[src/rtl/obi_bram_ctrl.sv]
// OBI subordinate front-end for one port of a dual-port block RAM.
// Converts OBI req/gnt/rvalid into BRAM en/we/regce strobes, covers a 1- or
// 2-cycle read latency and performs byte-masked writes as read-modify-write.
// Optional macro OBI_BRAM_RANGE_CHECK_EN: out-of-range or misaligned requests
// are answered with err_o and never touch the RAM.
module obi_bram_ctrl #(
  parameter int RAM_WIDTH    = 32,
  parameter int RAM_DEPTH    = 1024,
  parameter int READ_LATENCY = 1,
  parameter int ADDR_WIDTH   = 32
) (
  input  logic                         clk_i,
  input  logic                         rst_ni,
  input  logic                         req_i,
  output logic                         gnt_o,
  input  logic [ADDR_WIDTH-1:0]        addr_i,
  input  logic                         we_i,
  input  logic [RAM_WIDTH/8-1:0]       be_i,
  input  logic [RAM_WIDTH-1:0]         wdata_i,
  output logic                         rvalid_o,
  output logic [RAM_WIDTH-1:0]         rdata_o,
  output logic                         err_o,
  output logic                         ram_en_o,
  output logic                         ram_we_o,
  output logic                         ram_regce_o,
  output logic [$clog2(RAM_DEPTH)-1:0] ram_addr_o,
  output logic [RAM_WIDTH-1:0]         ram_din_o,
  input  logic [RAM_WIDTH-1:0]         ram_dout_i
);

  localparam int NB = RAM_WIDTH / 8;
  localparam int AW = $clog2(RAM_DEPTH);

  typedef enum logic [2:0] {IDLE, RD_WAIT, RMW_RD, RMW_WR, RESP} state_e;

  state_e                 state_q;
  logic [AW-1:0]          addr_q;
  logic [NB-1:0]          be_q;
  logic [RAM_WIDTH-1:0]   wdata_q;
  logic                   wait_q;   // second read cycle reached (latency 2)

  logic                   be_full, be_none, addr_bad, acc, rd_done;
  logic [AW-1:0]          addr_idx;
  logic [RAM_WIDTH-1:0]   merged;
  logic                   unused_addr;

  assign be_full  = &be_i;
  assign be_none  = ~|be_i;
  assign addr_idx = addr_i[AW+1:2];
  // Upper address bits only matter for the range check; the word index wraps.
  assign unused_addr = ^{addr_i[ADDR_WIDTH-1:AW+2], addr_i[1:0]};

`ifdef OBI_BRAM_RANGE_CHECK_EN
  localparam logic [ADDR_WIDTH:0] LIMIT = (ADDR_WIDTH+1)'(RAM_DEPTH * 4);
  logic err_q;
  assign addr_bad = ({1'b0, addr_i} >= LIMIT) || (addr_i[1:0] != 2'b00);
  assign err_o    = (state_q == RESP) && err_q;
`else
  assign addr_bad = 1'b0;
  assign err_o    = 1'b0;
`endif

  // Grant only when idle; held low while reset is asserted.
  assign gnt_o   = req_i && rst_ni && (state_q == IDLE);
  // RAM is touched at the grant cycle unless the request is rejected or empty.
  assign acc     = gnt_o && !addr_bad && !(we_i && be_none);
  assign rd_done = (state_q == RD_WAIT) && ((READ_LATENCY == 1) || wait_q);

  // Byte merge for the write half of a read-modify-write.
  always_comb begin
    merged = '0;
    for (int k = 0; k < NB; k++)
      merged[8*k +: 8] = be_q[k] ? wdata_q[8*k +: 8] : ram_dout_i[8*k +: 8];
  end

  assign ram_en_o    = acc || (state_q == RMW_WR);
  assign ram_we_o    = (acc && we_i && be_full) || (state_q == RMW_WR);
  assign ram_regce_o = (READ_LATENCY == 2) &&
                       (((state_q == RD_WAIT) && !wait_q) || (state_q == RMW_RD));
  assign ram_addr_o  = (state_q == IDLE) ? (gnt_o ? addr_idx : '0) : addr_q;
  assign ram_din_o   = (state_q == RMW_WR)          ? merged  :
                       (acc && we_i && be_full)     ? wdata_i : '0;
  assign rvalid_o    = rd_done || (state_q == RESP);
  assign rdata_o     = rd_done ? ram_dout_i : '0;

  // Transaction FSM: latch the request at grant, then sequence read/RMW/response.
  always_ff @(posedge clk_i or negedge rst_ni) begin
    if (!rst_ni) begin
      state_q <= IDLE;
      addr_q  <= '0;
      be_q    <= '0;
      wdata_q <= '0;
      wait_q  <= 1'b0;
`ifdef OBI_BRAM_RANGE_CHECK_EN
      err_q   <= 1'b0;
`endif
    end else begin
      unique case (state_q)
        IDLE: if (gnt_o) begin
          addr_q  <= addr_idx;
          be_q    <= be_i;
          wdata_q <= wdata_i;
          wait_q  <= 1'b0;
`ifdef OBI_BRAM_RANGE_CHECK_EN
          err_q   <= addr_bad;
`endif
          if (addr_bad)                state_q <= RESP;
          else if (!we_i)              state_q <= RD_WAIT;
          else if (be_full || be_none) state_q <= RESP;
          else                         state_q <= (READ_LATENCY == 1) ? RMW_WR : RMW_RD;
        end
        RD_WAIT: begin
          if (rd_done) state_q <= IDLE;
          else         wait_q  <= 1'b1;
        end
        RMW_RD:  state_q <= RMW_WR;
        RMW_WR:  state_q <= RESP;
        RESP:    state_q <= IDLE;
        default: state_q <= IDLE;
      endcase
    end
  end

endmodule

[config.mk]
export PLATFORM = sky130hd
export DESIGN_NAME = obi_bram_ctrl
export DESIGN_NICKNAME = d
export VERILOG_FILES = /design/src/rtl/obi_bram_ctrl.sv
export SDC_FILE = /design/constraint.sdc
export NUM_CORES = 1
export LEC_CHECK = 0
export CAP_MARGIN = 15
export CORE_MARGIN = 1.5
export CORE_UTILIZATION = 41
export DETAILED_ROUTE_END_ITERATION = 16
export PLACE_DENSITY = 0.86
export SYNTH_ARGS = -nofsm -noshare
export SYNTH_HDL_FRONTEND = slang
export SYNTH_SLANG_ARGS = --single-unit
export TNS_END_PERCENT = 1
[constraint.sdc]
create_clock -name clk_i -period 4.05 [get_ports clk_i]
set_input_delay 0.6075 -clock clk_i [delete_from_list [all_inputs] [get_ports clk_i]]
set_output_delay 0.6075 -clock clk_i [all_outputs]
set_load 0.01 [all_outputs]
==> metrics <==
outcome finished clean; Design Area, Final 4746 um2; first-pass GRT wire length 12.90 mm; Sink Count 49; final count of negative-setup-slack endpoints 0; Pleak 1.821 nW; Req. time, crit path 3.44 ns; CTS tree done; initial antenna violation count 0; Avg Cell Area, Syn approximately 12 um2; Yosys top cell area share 0.4035; Peak VDD IR 0.2602 mV; htree depth 2; cts hold-fix bufs 0; Tmin final 3.235 ns; flops & latches, synth slightly below 50; slowest stage delay, CP around 0.57 ns; area leader, netlist dfrtp_1; Netlist cell types 28; I/O pin count 184; routability cong. 0.7263; Rows 31; die extent in x 89.10 um; Synth Flop Type dfrtp_1; PostCTS Resize Cnt 0; clk slew on worst S/H paths 0.09 ns; combinational power share 0.570; Clock Root Buffer clkbuf_8; CP max-delay cell clkdlybuf4s50_1; Inserted Diodes 0; Arr. time, crit path 2.63 ns; Top cell by count, worst path clkdlybuf4s50_1; worst min-delay path class in2async; commonest non-fill, non-tap cells in the layout clkdlybuf4s50_1, mux2_2, dfrtp_1; endpoint class of the critical path output port; setup bufs post-CTS 0; full die area just under 8000 um2; Routed WL 8.421 mm; Seq/Total Area, Yosys 0.4035; HPWL after DPL 6.107 mm; worst-path cell chain clkdlybuf4s50_1 > and4_1 > and2_1 > buf_4 > a32o_1 > clkdlybuf4s50_1; DRC errors left 0; crit path max fanout 24; Routed WL per cell 16.88 um; DR iter-0 viols roughly 130; sequential share of power 0.331; Final #Nets 503; internal power of the cells between 1.5 and 2 mW; switching fraction of total power 0.3357; post-DR vias/cell 5.259; fin worst setup slack 0.8148 ns; synth top area cells dfrtp_1, mux2_2, a32o_1; Worst-Skew Late Latency approximately 0.29 ns; yosys warns 0; area delta synth->final 56.15%; Die Y 89.10 um; commonest non-fill, non-tap cell in the layout clkdlybuf4s50_1; largest net degree at the start of global routing 56; Max-slew headroom 0.4832; vias in the first global route 2586; total grt overflow 0; Placement Setup Slack approximately 0.83 ns; skew final 0.008860 ns; Detail Route Antenna Nets 0; CP Class in2out; Pre-antenna DRT Iters 4; Num CTS Buffers 5; number of port buffers around 160; CP Launch Type input port; share of cells above drive strength 1 0.2400; reg2reg setup slack 2.01 ns; RSZ-0062 raised after global routing false; worst-margin pin slew 0.7718 ns; Core Util, Final 0.6578; dpl cell area around 4700 um2; Sw Pwr 0.9464 mW; placeable core area 7214 um2; FFs w/ async S/R, synth 1.000; Post-synth EDFFs 0; GRT Util Overall 0.2090; final setup TNS 0 ns; Clock Power Share 0.098; Hold Violations, Final 0; Achievable Freq 309.1 MHz; mapped cell area 3039 um2; post-synthesis cell count between 200 and 300; vias post-DR 2624; crit share post-route 0.7988; maximum clock insertion buffer count 2; total power divided by cell area 594.1 nW/um2; Initial Util 0.4213; pins over their slew limit 0; max cap viols 0
[power groups by stage]
| stage | logic, mW | clock network [mW] | registers, mW |
|---|---|---|---|
| 2_1_floorplan | 1.05 | 0 | 0.829 |
| 3_3_place_gp | 1.58 | 0 | 0.923 |
| 3_5_place_dp | 1.62 | 0 | 0.942 |
| 4_1_cts | 1.63 | 0.289 | 0.932 |
| 5_1_grt | 1.73 | 0.305 | 0.972 |
| 6_report | 1.61 | 0.278 | 0.933 |
[critical path, delay by kind of cell]
family | cells | cell delay, ns
compound gates | 1 | 0.22
buf+inv | 3 | 1.38
simple gates | 2 | 0.41
[synth_stat cells (2+ instances only)]
library cell   n
buf_4          5
a21o_1         2
mux2_2        78
buf_6          5
and2_1        33
a22o_1        10
buf_1          4
buf_2          2
dfrtp_1       49
clkbuf_1      11
nor2_1         3
nand2_1        3
a32o_1        32
[area by class of cell]
class	count	area, um2
flip-flops and latches	49	1226
repair buffers	166	1652
well taps	99	123.9
fillers	595	2469
clock buffers	8	80.08
multi-input cells	177	1664
[layer usage]
metal / vias to the layer above / GRT usage / wire length, um
li1: 1241 / - / -
met1: 1294 / 0.2688 / 3541
met2: 85 / 0.3643 / 4294
met3: 4 / 0.04894 / 529
met4: 0 / 0.03497 / 56
met5: - / 0 / 0
[path summary, 6_finish.rpt]
kind	start	cells past startpoint	endpoint
worst min register to register	wdata_q[30]	1	wdata_q[30]
worst max-delay path	be_i[0]	6	ram_din_o[15]
min in group clk_i	wdata_q[30]	1	wdata_q[30]
worst min-delay path	rst_ni	2	wdata_q[1]
max in group asynchronous	rst_ni	2	be_q[3]
worst max register to register	state_q[2]	4	wdata_q[17]
[logic make-up (layout without fill, tap and decap cells)]
group,count (synthesis),in the layout,share of synthesized area
mux,78,78,0.2890
xor+xnor,1,1,0.002882
buf+inv,27,174,0.05270
other cells,1,2,0.001234
simple gates,48,48,0.1029
compound gates,48,48,0.1478
flops,49,49,0.4035
[registers in the layout (all words and copies together), names as in the netlist]
name,flops
wdata_q,32
addr_q,10
be_q,4
state_q,3
[per-stage QoR]
stage	cells	hold WS, ns	total power, mW
2_1_floorplan	253	0.3119	1.877
3_3_place_gp	491	0.4836	2.502
3_5_place_dp	491	0.4908	2.563
4_1_cts	499	0.4955	2.849
5_1_grt	499	0.5314	3.006
6_report	499	0.4665	2.819
(Power assumes the default switching activity.)
